### src/rtl/riscv_dm_pkg.sv
// Shared definitions for the debug-module run-control path.
// Contents:
//   - DMI register addresses used by the hart array (dm_reg_t)
//   - DMCONTROL / DMSTATUS register layouts (dmcontrol_t, dmstatus_t)
//   - per-hart status bundle reduced into DMSTATUS (hart_status_t)
//   - sizing constants for hartsel and the hart-array window
package riscv_dm_pkg;

    localparam int         HARTSEL_MAX_LEN  = 20;
    localparam int         HAWINDOW_GROUP_W = 32;
    localparam logic [3:0] DMSTATUS_VERSION = 4'd3;

    typedef enum logic [6:0] {
        DM_DMCONTROL   = 7'h10,
        DM_DMSTATUS    = 7'h11,
        DM_HAWINDOWSEL = 7'h14,
        DM_HAWINDOW    = 7'h15
    } dm_reg_t;

    typedef struct packed {
        logic       halted;
        logic       running;
        logic       unavail;
        logic       havereset;
        logic       resumeack;
    } hart_status_t;

    typedef struct packed {
        logic       haltreq;
        logic       resumereq;
        logic       hartreset;
        logic       ackhavereset;
        logic       ackunavail;
        logic       hasel;
        logic [9:0] hartsello;
        logic [9:0] hartselhi;
        logic       setkeepalive;
        logic       clrkeepalive;
        logic       setresethaltreq;
        logic       clrresethaltreq;
        logic       ndmreset;
        logic       dmactive;
    } dmcontrol_t;

    typedef struct packed {
        logic [6:0] zero1;
        logic       ndmresetpending;
        logic       stickyunavail;
        logic       impebreak;
        logic [1:0] zero0;
        logic       allhavereset;
        logic       anyhavereset;
        logic       allresumeack;
        logic       anyresumeack;
        logic       allnonexistent;
        logic       anynonexistent;
        logic       allunavail;
        logic       anyunavail;
        logic       allrunning;
        logic       anyrunning;
        logic       allhalted;
        logic       anyhalted;
        logic       authenticated;
        logic       authbusy;
        logic       hasresethaltreq;
        logic       confstrptrvalid;
        logic [3:0] version;
    } dmstatus_t;

endpackage

### src/rtl/riscv_dm_hart_reduce.sv
// Any/all reduction of per-hart status over a selection mask.
// Ports:
//   sel_i    - one bit per hart, 1 = hart takes part in the reduction
//   status_i - per-hart status bundle
//   any_o    - field-wise OR over selected harts (0 when none selected)
//   all_o    - field-wise AND over selected harts (1 when none selected;
//              the caller decides what an empty selection reports)
module riscv_dm_hart_reduce
    import riscv_dm_pkg::*;
#(
    parameter int NUM_HARTS = 1
) (
    input  logic         [NUM_HARTS-1:0] sel_i,
    input  hart_status_t [NUM_HARTS-1:0] status_i,
    output hart_status_t                 any_o,
    output hart_status_t                 all_o
);

    hart_status_t [NUM_HARTS-1:0] any_terms;
    hart_status_t [NUM_HARTS-1:0] all_terms;

    // Unselected harts contribute the identity element of each reduction.
    for (genvar gi = 0; gi < NUM_HARTS; gi++) begin : g_term
        assign any_terms[gi] = sel_i[gi] ? status_i[gi] : '0;
        assign all_terms[gi] = sel_i[gi] ? status_i[gi] : '1;
    end

    always_comb begin
        any_o = '0;
        all_o = '1;
        for (int i = 0; i < NUM_HARTS; i++) begin
            any_o = any_o | any_terms[i];
            all_o = all_o & all_terms[i];
        end
    end

endmodule

### src/rtl/riscv_dm_hart_array.sv
// Multi-hart run control for the debug module.
// Decodes DMI writes to DMCONTROL, HAWINDOWSEL and HAWINDOW, drives
// per-hart haltreq/resumereq/hartreset, keeps sticky havereset/resumeack
// per hart and produces a registered, aggregated DMSTATUS over the
// selected hart set (hartsel plus optional hart-array window mask).
// Ports:
//   clk_i, rst_i                      clock, asynchronous active-high reset
//   wr_en_i/wr_addr_i/wr_data_i       one-cycle DMI write
//   dmcontrol_o                       DMCONTROL readback (W1 fields read 0)
//   dmstatus_o                        aggregated DMSTATUS, registered
//   hawindowsel_o / hawindow_o        current window group / its mask bits
//   ndmreset_o, dmactive_o            global control bits
//   halted_i/running_i/unavail_i      per-hart status levels
//   havereset_i/resumeack_i           per-hart event pulses
//   haltreq_o/resumereq_o/hartreset_o per-hart request levels
module riscv_dm_hart_array
    import riscv_dm_pkg::*;
#(
    parameter int NUM_HARTS   = 1,
    parameter int HARTSEL_LEN = ($clog2(NUM_HARTS) > 0) ? $clog2(NUM_HARTS) : 1,
    parameter bit HASEL_EN    = 1'b1
) (
    input  logic                 clk_i,
    input  logic                 rst_i,
    input  logic                 wr_en_i,
    input  logic [6:0]           wr_addr_i,
    input  logic [31:0]          wr_data_i,
    output logic [31:0]          dmcontrol_o,
    output logic [31:0]          dmstatus_o,
    output logic [31:0]          hawindowsel_o,
    output logic [31:0]          hawindow_o,
    output logic                 ndmreset_o,
    output logic                 dmactive_o,
    input  logic [NUM_HARTS-1:0] halted_i,
    input  logic [NUM_HARTS-1:0] running_i,
    input  logic [NUM_HARTS-1:0] unavail_i,
    input  logic [NUM_HARTS-1:0] havereset_i,
    input  logic [NUM_HARTS-1:0] resumeack_i,
    output logic [NUM_HARTS-1:0] haltreq_o,
    output logic [NUM_HARTS-1:0] resumereq_o,
    output logic [NUM_HARTS-1:0] hartreset_o
);

    localparam int NUM_GROUPS = (NUM_HARTS + HAWINDOW_GROUP_W - 1) / HAWINDOW_GROUP_W;
    localparam int GROUP_W    = (NUM_GROUPS > 1) ? $clog2(NUM_GROUPS) : 1;
    localparam int MASK_W     = NUM_GROUPS * HAWINDOW_GROUP_W;

    // ---------------- state ----------------
    logic                   dmactive_q,  dmactive_d;
    logic                   ndmreset_q,  ndmreset_d;
    logic                   hasel_q,     hasel_d;
    logic [HARTSEL_LEN-1:0] hartsel_q,   hartsel_d;
    logic [GROUP_W-1:0]     group_q,     group_d;
    logic [MASK_W-1:0]      mask_q,      mask_d;
    logic [NUM_HARTS-1:0]   haltreq_q,   haltreq_d;
    logic [NUM_HARTS-1:0]   resumereq_q, resumereq_d;
    logic [NUM_HARTS-1:0]   hartreset_q, hartreset_d;
    logic [NUM_HARTS-1:0]   havereset_q, havereset_d;
    logic [NUM_HARTS-1:0]   resumeack_q, resumeack_d;
    dmstatus_t              dmstatus_q,  dmstatus_d;

    // ---------------- write decode ----------------
    dmcontrol_t                 wr_ctrl;
    logic [HARTSEL_MAX_LEN-1:0] wr_hartsel_full;
    logic [HARTSEL_LEN-1:0]     wr_hartsel;
    logic                       ctrl_wr, ctrl_clear, ctrl_activate, ctrl_full;
    logic                       hwsel_wr, hw_wr;
    logic                       unused_wr_bits;

    assign wr_ctrl         = dmcontrol_t'(wr_data_i);
    assign wr_hartsel_full = {wr_ctrl.hartselhi, wr_ctrl.hartsello};
    assign wr_hartsel      = wr_hartsel_full[HARTSEL_LEN-1:0];
    assign unused_wr_bits  = ^{wr_hartsel_full, wr_ctrl.ackunavail, wr_ctrl.setkeepalive,
                               wr_ctrl.clrkeepalive, wr_ctrl.setresethaltreq,
                               wr_ctrl.clrresethaltreq};

    assign ctrl_wr       = wr_en_i && (wr_addr_i == DM_DMCONTROL);
    // dmactive=0 acts as a soft reset; while inactive only dmactive can be set.
    assign ctrl_clear    = ctrl_wr && !wr_ctrl.dmactive;
    assign ctrl_activate = ctrl_wr &&  wr_ctrl.dmactive && !dmactive_q;
    assign ctrl_full     = ctrl_wr &&  wr_ctrl.dmactive &&  dmactive_q;
    assign hwsel_wr      = HASEL_EN && dmactive_q && wr_en_i && (wr_addr_i == DM_HAWINDOWSEL);
    assign hw_wr         = HASEL_EN && dmactive_q && wr_en_i && (wr_addr_i == DM_HAWINDOW);

    // ---------------- hart selection ----------------
    // wr_sel: set addressed by the DMCONTROL value being written.
    // cur_sel: set addressed by the stored hartsel/hasel, used for status.
    logic [NUM_HARTS-1:0] wr_sel, cur_sel;
    logic                 hartsel_exists;

    assign hartsel_exists = (32'(hartsel_q) < 32'(NUM_HARTS));

    for (genvar gi = 0; gi < NUM_HARTS; gi++) begin : g_sel
        assign wr_sel[gi]  = (32'(wr_hartsel) == gi) || (HASEL_EN && wr_ctrl.hasel && mask_q[gi]);
        assign cur_sel[gi] = (32'(hartsel_q)  == gi) || (hasel_q && mask_q[gi]);
    end

    // ---------------- global next state ----------------
    always_comb begin
        dmactive_d = dmactive_q;
        ndmreset_d = ndmreset_q;
        hasel_d    = hasel_q;
        hartsel_d  = hartsel_q;
        group_d    = group_q;
        mask_d     = mask_q;

        if (ctrl_clear) begin
            dmactive_d = 1'b0;
            ndmreset_d = 1'b0;
            hasel_d    = 1'b0;
            hartsel_d  = '0;
            group_d    = '0;
            mask_d     = '0;
        end else if (ctrl_activate) begin
            dmactive_d = 1'b1;
        end else if (ctrl_full) begin
            ndmreset_d = wr_ctrl.ndmreset;
            hasel_d    = HASEL_EN && wr_ctrl.hasel;
            hartsel_d  = wr_hartsel;
        end

        if (hwsel_wr) begin
            if (wr_data_i >= 32'(NUM_GROUPS - 1)) begin
                group_d = GROUP_W'(NUM_GROUPS - 1);
            end else begin
                group_d = wr_data_i[GROUP_W-1:0];
            end
        end

        if (hw_wr) begin
            mask_d[int'(group_q) * HAWINDOW_GROUP_W +: HAWINDOW_GROUP_W] = wr_data_i;
        end

        // Window bits beyond the last hart never hold state.
        for (int i = NUM_HARTS; i < MASK_W; i++) begin
            mask_d[i] = 1'b0;
        end
    end

    // ---------------- per-hart next state ----------------
    always_comb begin
        haltreq_d   = haltreq_q;
        resumereq_d = resumereq_q;
        hartreset_d = hartreset_q;
        havereset_d = havereset_q | havereset_i;
        resumeack_d = resumeack_q;

        for (int i = 0; i < NUM_HARTS; i++) begin
            if (resumereq_q[i] && resumeack_i[i]) begin
                resumereq_d[i] = 1'b0;
                resumeack_d[i] = 1'b1;
            end

            if (ctrl_clear) begin
                haltreq_d[i]   = 1'b0;
                resumereq_d[i] = 1'b0;
                hartreset_d[i] = 1'b0;
                resumeack_d[i] = 1'b0;
            end else if (ctrl_full && wr_sel[i]) begin
                haltreq_d[i]   = wr_ctrl.haltreq;
                hartreset_d[i] = wr_ctrl.hartreset;
                // A fresh resume overrides a same-cycle ack of the old one.
                if (wr_ctrl.resumereq && !wr_ctrl.haltreq && halted_i[i]) begin
                    resumereq_d[i] = 1'b1;
                    resumeack_d[i] = 1'b0;
                end
                if (wr_ctrl.ackhavereset && !havereset_i[i]) begin
                    havereset_d[i] = 1'b0;
                end
            end
        end
    end

    // ---------------- status aggregation ----------------
    hart_status_t [NUM_HARTS-1:0] hart_status;
    hart_status_t                 any_s, all_s;
    logic                         none_sel;

    for (genvar gi = 0; gi < NUM_HARTS; gi++) begin : g_status
        assign hart_status[gi] = {halted_i[gi], running_i[gi], unavail_i[gi],
                                  havereset_q[gi], resumeack_q[gi]};
    end

    riscv_dm_hart_reduce #(
        .NUM_HARTS (NUM_HARTS)
    ) u_reduce (
        .sel_i    (cur_sel),
        .status_i (hart_status),
        .any_o    (any_s),
        .all_o    (all_s)
    );

    assign none_sel = ~|cur_sel;

    always_comb begin
        dmstatus_d                = '0;
        dmstatus_d.version        = DMSTATUS_VERSION;
        dmstatus_d.authenticated  = 1'b1;
        dmstatus_d.anynonexistent = !hartsel_exists;
        dmstatus_d.allnonexistent = none_sel;
        // An empty selection reports nothing but nonexistence.
        if (!none_sel) begin
            dmstatus_d.anyhalted    = any_s.halted;
            dmstatus_d.allhalted    = all_s.halted;
            dmstatus_d.anyrunning   = any_s.running;
            dmstatus_d.allrunning   = all_s.running;
            dmstatus_d.anyunavail   = any_s.unavail;
            dmstatus_d.allunavail   = all_s.unavail;
            dmstatus_d.anyhavereset = any_s.havereset;
            dmstatus_d.allhavereset = all_s.havereset;
            dmstatus_d.anyresumeack = any_s.resumeack;
            dmstatus_d.allresumeack = all_s.resumeack;
        end
    end

    // ---------------- registers ----------------
    always_ff @(posedge clk_i or posedge rst_i) begin
        if (rst_i) begin
            dmactive_q  <= 1'b0;
            ndmreset_q  <= 1'b0;
            hasel_q     <= 1'b0;
            hartsel_q   <= '0;
            group_q     <= '0;
            mask_q      <= '0;
            haltreq_q   <= '0;
            resumereq_q <= '0;
            hartreset_q <= '0;
            havereset_q <= '1;
            resumeack_q <= '0;
            dmstatus_q  <= '0;
        end else begin
            dmactive_q  <= dmactive_d;
            ndmreset_q  <= ndmreset_d;
            hasel_q     <= hasel_d;
            hartsel_q   <= hartsel_d;
            group_q     <= group_d;
            mask_q      <= mask_d;
            haltreq_q   <= haltreq_d;
            resumereq_q <= resumereq_d;
            hartreset_q <= hartreset_d;
            havereset_q <= havereset_d;
            resumeack_q <= resumeack_d;
            dmstatus_q  <= dmstatus_d;
        end
    end

    // ---------------- outputs ----------------
    dmcontrol_t                 ctrl_rd;
    logic [HARTSEL_MAX_LEN-1:0] hartsel_full;

    assign hartsel_full = HARTSEL_MAX_LEN'(hartsel_q);

    always_comb begin
        ctrl_rd           = '0;
        ctrl_rd.hasel     = hasel_q;
        ctrl_rd.hartsello = hartsel_full[9:0];
        ctrl_rd.hartselhi = hartsel_full[19:10];
        ctrl_rd.ndmreset  = ndmreset_q;
        ctrl_rd.dmactive  = dmactive_q;
    end

    assign dmcontrol_o   = ctrl_rd;
    assign dmstatus_o    = dmstatus_q;
    assign hawindowsel_o = 32'(group_q);
    assign hawindow_o    = mask_q[int'(group_q) * HAWINDOW_GROUP_W +: HAWINDOW_GROUP_W];
    assign ndmreset_o    = ndmreset_q;
    assign dmactive_o    = dmactive_q;
    assign haltreq_o     = haltreq_q;
    assign resumereq_o   = resumereq_q;
    assign hartreset_o   = hartreset_q;

endmodule

### config.mk
export PLATFORM = sky130hd
export DESIGN_NAME = riscv_dm_hart_array
export DESIGN_NICKNAME = d
export VERILOG_FILES = /design/src/rtl/riscv_dm_pkg.sv /design/src/rtl/riscv_dm_hart_reduce.sv /design/src/rtl/riscv_dm_hart_array.sv
export SDC_FILE = /design/constraint.sdc
export NUM_CORES = 1
export LEC_CHECK = 0
export CAP_MARGIN = 0
export CORE_MARGIN = 5
export CORE_UTILIZATION = 29
export CTS_CLUSTER_DIAMETER = 60
export CTS_CLUSTER_SIZE = 30
export DETAILED_ROUTE_END_ITERATION = 8
export PLACE_DENSITY = 0.9
export SYNTH_ARGS = -nofsm -noshare
export SYNTH_HDL_FRONTEND = slang
export SYNTH_SLANG_ARGS = --single-unit
### constraint.sdc
create_clock -name clk_i -period 1.3 [get_ports clk_i]
set_input_delay 0.13 -clock clk_i [delete_from_list [all_inputs] [get_ports clk_i]]
set_output_delay 0.13 -clock clk_i [all_outputs]
set_load 0.03 [all_outputs]
==> impl_metrics.csv, run 1 <==
group,metric,value,unit
outcome,outcome,"complete, no violations",
layout,final_common_cell,"sky130_fd_sc_hd__conb_1",
clock_tree,path_clk_slew,0.07,ns
global_route,global_route_wire_length_before_repair,4510,um
power_and_ir_drop,power_switching_share,44.1,%
global_route,grt-ovfl-total,0,
timing,fmax,800,MHz
clock_tree,numCtsBuffers,3,
global_route,first_global_vias,1005,
power_and_ir_drop,clock_power_share,24.9,%
synth,synth-async-reset-ratio,100,%
timing,setup_viol,0,
route,finalWirelength,3240,um
route,avgViaCountPerCell,3.46,
layout,area_delta_synth_final,8.95,%
synth,postSynthCellCount,196,
setup_path,timing.critical_path.required,1.48,ns
synth,avgSynthCellArea,8.63,um^2
timing,fin_skew,0.0110,ns
synth,synth_flop_type,"sky130_fd_sc_hd__dfrtp_1",
floorplan,rows,27,
floorplan,fp.dieH,86.4,um
power_and_ir_drop,power.leakage,1.02,nW
route,detailed_route_iter0_violations,24,
layout,mostFrequentLayoutCells,"109 x sky130_fd_sc_hd__conb_1, 27 x sky130_fd_sc_hd__dlygate4sd2_1, 18 x sky130_fd_sc_hd__clkdlybuf4s50_1",
global_route,antenna_violations_before_repair,0,
floorplan,fp.dieW,86.4,um
synth,synth.top_cell.area_share,53.3,%
route,first_drt_pass_iteration_count,4,
timing,timing.final.max_slew_violations,0,
clock_tree,cts.root.buffer_cell,"sky130_fd_sc_hd__clkbuf_8",
layout,finish.utilization,33.1,%
setup_path,startpoint_to_endpoint_class_of_the_critical_path,"reg2reg",
layout,insertedDiodeCount,0,
synth,synth-warning-count,0,
layout,fin_nets,290,
synth,number_of_library_cell_types_mapped_by_synthesis,24,
timing,timing_hold_violations_final,0,
clock_tree,tritoncts_clock_tree,"done",
clock_tree,htreeDepth,1,
route,ant_nets,0,
route,detail_route.wl_per_cell,10.3,um
clock_tree,tritoncts_num_sinks,18,
timing,post-route-period-util,96.1,%
synth,yosysTopAreaCell,"sky130_fd_sc_hd__buf_4",
synth,synth-seq-cells,18,
power_and_ir_drop,vdd_ir_drop_max,0.466,mV
synth,synth-edff-count,0,
setup_path,cp_max_fo,4,
flow_run,maxCapViolCount,0,
layout,drive_above_1_share,9.50,%
clock_tree,clk_latency,0.26,ns
clock_tree,clockBufferDepth,2,
setup_path,critPathCaptureType,"flip-flop",
global_route,grt_use_total,7.44,%
power_and_ir_drop,p_seq_share,35.9,%
route,vias,1085,
power_and_ir_drop,power_density,865,nW/um^2
floorplan,die_area,7460,um^2
setup_path,worstSetupStartpointType,"flip-flop",
synth,synth.area.top_cells,"sky130_fd_sc_hd__buf_4 53%, sky130_fd_sc_hd__dfrtp_1 25%, sky130_fd_sc_hd__nor2b_1 3.3%, sky130_fd_sc_hd__nand2_1 2.0%, sky130_fd_sc_hd__o21ai_0 1.8%",
power_and_ir_drop,p_int,891,uW
timing,setup_repair_after_global_routing_missed_its_margin,"no",
floorplan,initial_utilization,30.3,%
global_route,grt_max_degree,19,
hold_path,worst_hold_path_type,"in2async",
synth,synthesis.area,1690,um^2
power_and_ir_drop,combinationalPowerShare,39.2,%
setup_path,worst_ep_arrival_time,1.43,ns
placement,gp_routability_congestion,0.756,
floorplan,core_area,5570,um^2
placement,post-dp-hpwl,2840,um
placement,io_buf_count,47,
power_and_ir_drop,p_sw,704,uW
route,drc,0,
timing,holdWs,0.188,ns
floorplan,ioPinCount,180,
synth,synth_sequential_area_ratio,26.7,%
timing,final_period_minus_worst_setup_slack,1.25,ns
[logic make-up (layout without fill, tap and decap cells)]
kind of cell    count (synthesis)  after routing  share of synthesized area [%]
other cells                     2            109                          0.444
flops                          18             18                           26.7
simple gates                   30             30                           10.3
compound gates                 21             21                           8.14
buf+inv                       125             64                           54.4
[timing repair]
item / in CTS / in global routing
pin swaps: 5 / 1
gates resized for setup: 32 / 2
hold buffers: 0 / 0
setup endpoints to repair: 32 / 2
buffers inserted: 1 / 0
[cells in the mapped netlist (all sizes together), types with 2 or more instances]
library cell and count:
conb 2, o21ai 6, a31oi 4, inv 4, nand2 9, and3 3, nor2b 9, a21oi 4
buf 121, dfrtp 17, nor2 2, nand3 4
[final timing paths]
path	from	end	slack [ns]	depth (start not counted)
worst min-delay path	rst_i	dmstatus_o[13]$_DFF_PP0_	0.19	3
max in group asynchronous	rst_i	havereset_q$_DFF_PP1_	0.85	3
min in group clk_i	unavail_i	dmstatus_o[13]$_DFF_PP0_	0.41	2
worst min register to register	hartsel_q$_DFFE_PP0P_	dmstatus_o[14]$_DFF_PP0_	0.46	0
worst max-delay path	mask_q[0]$_DFFE_PP0P_	hartreset_o$_DFFE_PP0P_	0.05	4
worst max register to register	mask_q[0]$_DFFE_PP0P_	hartreset_o$_DFFE_PP0P_	0.05	4
[critical path, cell delays in order, from the launching register on]
cell                       delay (ns)
sky130_fd_sc_hd__dfrtp_2         0.39
sky130_fd_sc_hd__a21bo_2         0.16
sky130_fd_sc_hd__nand2_1         0.07
sky130_fd_sc_hd__or4_1           0.49
sky130_fd_sc_hd__o211ai_2        0.08
[cell type report]
| type | instances | area, um^2 |
|---|---|---|
| multi-input cells | 160 | 741 |
| well taps | 72 | 90.1 |
| inverters | 4 | 15.0 |
| flip-flops and latches | 18 | 453 |
| clock buffers | 4 | 45.0 |
| repair buffers | 56 | 499 |
| fillers | 612 | 3730 |
[layer usage]
metal  part of all wire, %  routed length (um)  GRT usage [%]  vias up
met5                     0                   0              0        -
met4                   1.1                  36           2.12        0
met3                    16                 511           2.38        4
met2                    51                1640           13.2       93
met1                    32                1050           8.51      497
li1                      -                   -              -      491
[state kept, by name (all words and copies together) (netlist names)]
name         cells
resumeack_q      1
hartreset_o      1
resumereq_o      1
haltreq_o        1
ndmreset_o       1
dmactive_o       1
hasel_q          1
havereset_q      1
hartsel_q        1
dmstatus_o       8
mask_q           1
[stage by stage]
stage          setup TNS, ns  power [mW]  setup slack [ns]  instances  cell area [um^2]
6_report                   0        1.60            0.0501        314              1840
5_1_grt                    0        1.66           0.00128        314              1840
4_1_cts                    0        1.58          0.000331        314              1840
3_5_place_dp           -3.56        1.20            -0.444        309              1800
3_3_place_gp           -2.96        1.20            -0.375        309              1800
2_1_floorplan        -0.0172        1.33           -0.0172        303              2090
[power groups by stage]
stage	logic [mW]	clock network, mW	registers [mW]
3_3_place_gp	0.613	0	0.583
4_1_cts	0.611	0.398	0.573
2_1_floorplan	0.733	0	0.598
5_1_grt	0.662	0.423	0.573
3_5_place_dp	0.617	0	0.584
6_report	0.625	0.398	0.573
No activity file was read; power rests on OpenSTA's default activity.
==> inputs of run 2 (changes only) <==
--- a/config.mk
+++ b/config.mk
@@ -12,6 +12,7 @@
 export CTS_CLUSTER_SIZE = 30
 export DETAILED_ROUTE_END_ITERATION = 8
 export PLACE_DENSITY = 0.9
+export RECOVER_POWER = 100
 export SYNTH_ARGS = -nofsm -noshare
 export SYNTH_HDL_FRONTEND = slang
 export SYNTH_SLANG_ARGS = --single-unit
==> run 2 against run 1 <==
Against the previous run: maximum frequency is essentially flat; cell count is the same; global-route usage is the same; clock skew is essentially flat; worst hold slack gained 0.21 ns; critical endpoint unchanged; register-to-register slack is essentially flat; critical path depth is the same; flip-flop and latch count is the same; sequential share of layout area grew 0.15 points; wire length grew 0.25%; clock power is essentially flat; non-clock buffer count is the same.
==> impl_metrics.csv, run 2 (synthesis results as in run 1) <==
group,metric,value,unit
setup_path,capture_instance_of_the_worst_register_to_register_path,"hartreset_o$_DFFE_PP0P_",
layout,largest_register_ff_count,8,
route,avgViaCountPerCell,3.45,
floorplan,initial_utilization,30.3,%
layout,fin_nets,290,
setup_path,ff2ff_setup_slack,0.05,ns
setup_path,crit_start,"mask_q[0]$_DFFE_PP0P_",
placement,post_detailed_placement_cell_area,1800,um^2
power_and_ir_drop,p_seq_share,36.0,%
clock_tree,numCtsBuffers,3,
floorplan,fp.dieH,86.4,um
power_and_ir_drop,power_switching_share,44.2,%
timing,post-route-period-util,96.1,%
setup_path,crit_buf_inv,0,
route,finalWirelength,3250,um
setup_path,cp_cell_sequence,"a21bo_2 > nand2_1 > or4_1 > o211ai_2",
setup_path,worst_ep_arrival_time,1.43,ns
placement,io_buf_count,47,
power_and_ir_drop,vdd_ir_drop_max,0.466,mV
timing,timing.final.max_slew_violations,0,
hold_path,worst_hold_path_type,"in2async",
floorplan,rows,27,
clock_tree,clockBufferDepth,2,
floorplan,ioPinCount,180,
setup_path,crit_path_largest_cell_delay,0.49,ns
placement,gp_routability_congestion,0.756,
setup_path,worstSetupStartpointType,"flip-flop",
timing,setup_viol,0,
clock_tree,path_clk_slew,0.07,ns
global_route,global_route_wire_length_before_repair,4510,um
power_and_ir_drop,p_sw,704,uW
outcome,outcome,"complete, no violations",
layout,finish.utilization,32.9,%
setup_path,cp_slowest_cell,"sky130_fd_sc_hd__or4_1",
timing,finalWorstSetupSlack,0.0505,ns
global_route,grt_max_degree,19,
placement,place_worst_setup_slack,-0.444,ns
clock_tree,tritoncts_num_sinks,18,
floorplan,core_area,5570,um^2
placement,post-dp-hpwl,2840,um
setup_path,critPathTopFamily,"simple AND/OR/NAND/NOR gates",
layout,insertedDiodeCount,0,
power_and_ir_drop,combinationalPowerShare,39.0,%
route,first_drt_pass_iteration_count,4,
route,detail_route.wl_per_cell,10.4,um
setup_path,timing.rr.start,"mask_q[0]$_DFFE_PP0P_",
clock_tree,cts_hold_buffers,0,
setup_path,setup.worst_path.end,"hartreset_o$_DFFE_PP0P_",
layout,filler_cell_count,614,
power_and_ir_drop,clock_power_share,25.0,%
clock_tree,tritoncts_clock_tree,"done",
clock_tree,clk_latency,0.26,ns
layout,final_common_cell,"sky130_fd_sc_hd__conb_1",
setup_path,startpoint_to_endpoint_class_of_the_critical_path,"reg2reg",
power_and_ir_drop,power_density,869,nW/um^2
clock_tree,cts.root.buffer_cell,"sky130_fd_sc_hd__clkbuf_8",
global_route,antenna_violations_before_repair,0,
global_route,grt_use_total,7.44,%
setup_path,worst_r2r_path_depth,4,
global_route,first_global_vias,1005,
power_and_ir_drop,power.leakage,1.02,nW
route,ant_nets,0,
setup_path,cp_max_fo,4,
route,drc,0,
layout,drive_above_1_share,9.09,%
timing,final_period_minus_worst_setup_slack,1.25,ns
global_route,grt-ovfl-total,0,
layout,area_delta_synth_final,8.28,%
clock_tree,htreeDepth,1,
layout,mostFrequentLayoutCells,"109 x sky130_fd_sc_hd__conb_1, 27 x sky130_fd_sc_hd__dlygate4sd2_1, 17 x sky130_fd_sc_hd__clkdlybuf4s50_1",
floorplan,fp.dieW,86.4,um
route,detailed_route_iter0_violations,22,
flow_run,maxCapViolCount,0,
timing,timing_hold_violations_final,0,
setup_path,timing.critical_path.required,1.48,ns
floorplan,die_area,7460,um^2
setup_path,critPathCaptureType,"flip-flop",
setup_path,crit_cells,4,
layout,postLayoutCellArea,1830,um^2
power_and_ir_drop,p_int,887,uW
timing,fmax,800,MHz
timing,fin_skew,0.0111,ns
route,vias,1082,
timing,setup_repair_after_global_routing_missed_its_margin,"no",
## run 2: cell types whose count changed in the layout (fill, tap and decap cells not counted), sizes merged
cell / change
buf: -4
clkbuf: +4
clkdlybuf4s50: -1
dlygate4sd3: +1
## run 2: how the worst min path moves through the flow
stage / endpoint / startpoint / cells past startpoint / slack [ns]
global route: dmstatus_o[13]$_DFF_PP0_ / unavail_i / 2 / 0.43
detailed placement: dmstatus_o[14]$_DFF_PP0_ / hartsel_q$_DFFE_PP0P_ / 0 / 0.45
finish: dmstatus_o[13]$_DFF_PP0_ / rst_i / 3 / 0.39
floorplan: dmactive_o$_DFFE_PP0P_ / rst_i / 1 / 0.07
CTS: dmstatus_o[13]$_DFF_PP0_ / rst_i / 3 / 0.20
global placement: dmstatus_o[14]$_DFF_PP0_ / hartsel_q$_DFFE_PP0P_ / 0 / 0.44
## run 2: area by class of cell
| class | count | area, um^2 | area share [%] |
|---|---|---|---|
| multi-input combinational | 160 | 741 | 40.4 |
| clock buffer | 4 | 45.0 | 2.46 |
| inverter | 4 | 15.0 | 0.820 |
| timing repair buffer | 56 | 488 | 26.6 |
| sequential | 18 | 453 | 24.7 |
| tap | 72 | 90.1 | 4.92 |
## run 2: through the flow
stage | total power, mW | hold slack (ns) | instances | setup TNS (ns)
6_report | 1.59 | 0.394 | 314 | 0
5_1_grt | 1.65 | 0.425 | 314 | 0
4_1_cts | 1.58 | 0.199 | 314 | 0
3_5_place_dp | 1.20 | 0.451 | 309 | -3.56
3_3_place_gp | 1.20 | 0.443 | 309 | -2.96
2_1_floorplan | 1.33 | 0.0678 | 303 | -0.0172
## run 2: repair_timing
action,4_1_cts,5_1_grt
resized for setup,32,2
setup endpoints to repair,32,2
pin swaps,5,1
setup buffers,1,0
## run 2: routing by layer
metal,wire (um),global-route usage (%),vias up,part of all wire [%]
met1,1060,8.51,496,33
li1,-,-,491,-
met2,1640,13.2,91,51
met5,0,0,-,0
met4,36,2.12,0,1.1
met3,506,2.38,4,16
## run 2: power groups by stage
stage / Combinational (mW) / Clock, mW / Sequential (mW)
2_1_floorplan: 0.733 / 0 / 0.598
3_3_place_gp: 0.613 / 0 / 0.583
3_5_place_dp: 0.617 / 0 / 0.584
4_1_cts: 0.611 / 0.398 / 0.573
5_1_grt: 0.658 / 0.423 / 0.573
6_report: 0.620 / 0.398 / 0.573
## run 2: worst min-delay path, stage by stage
cell                            delay, ns
sky130_fd_sc_hd__dlygate4sd3_1       0.54
sky130_fd_sc_hd__inv_1               0.05
sky130_fd_sc_hd__clkbuf_2            0.36
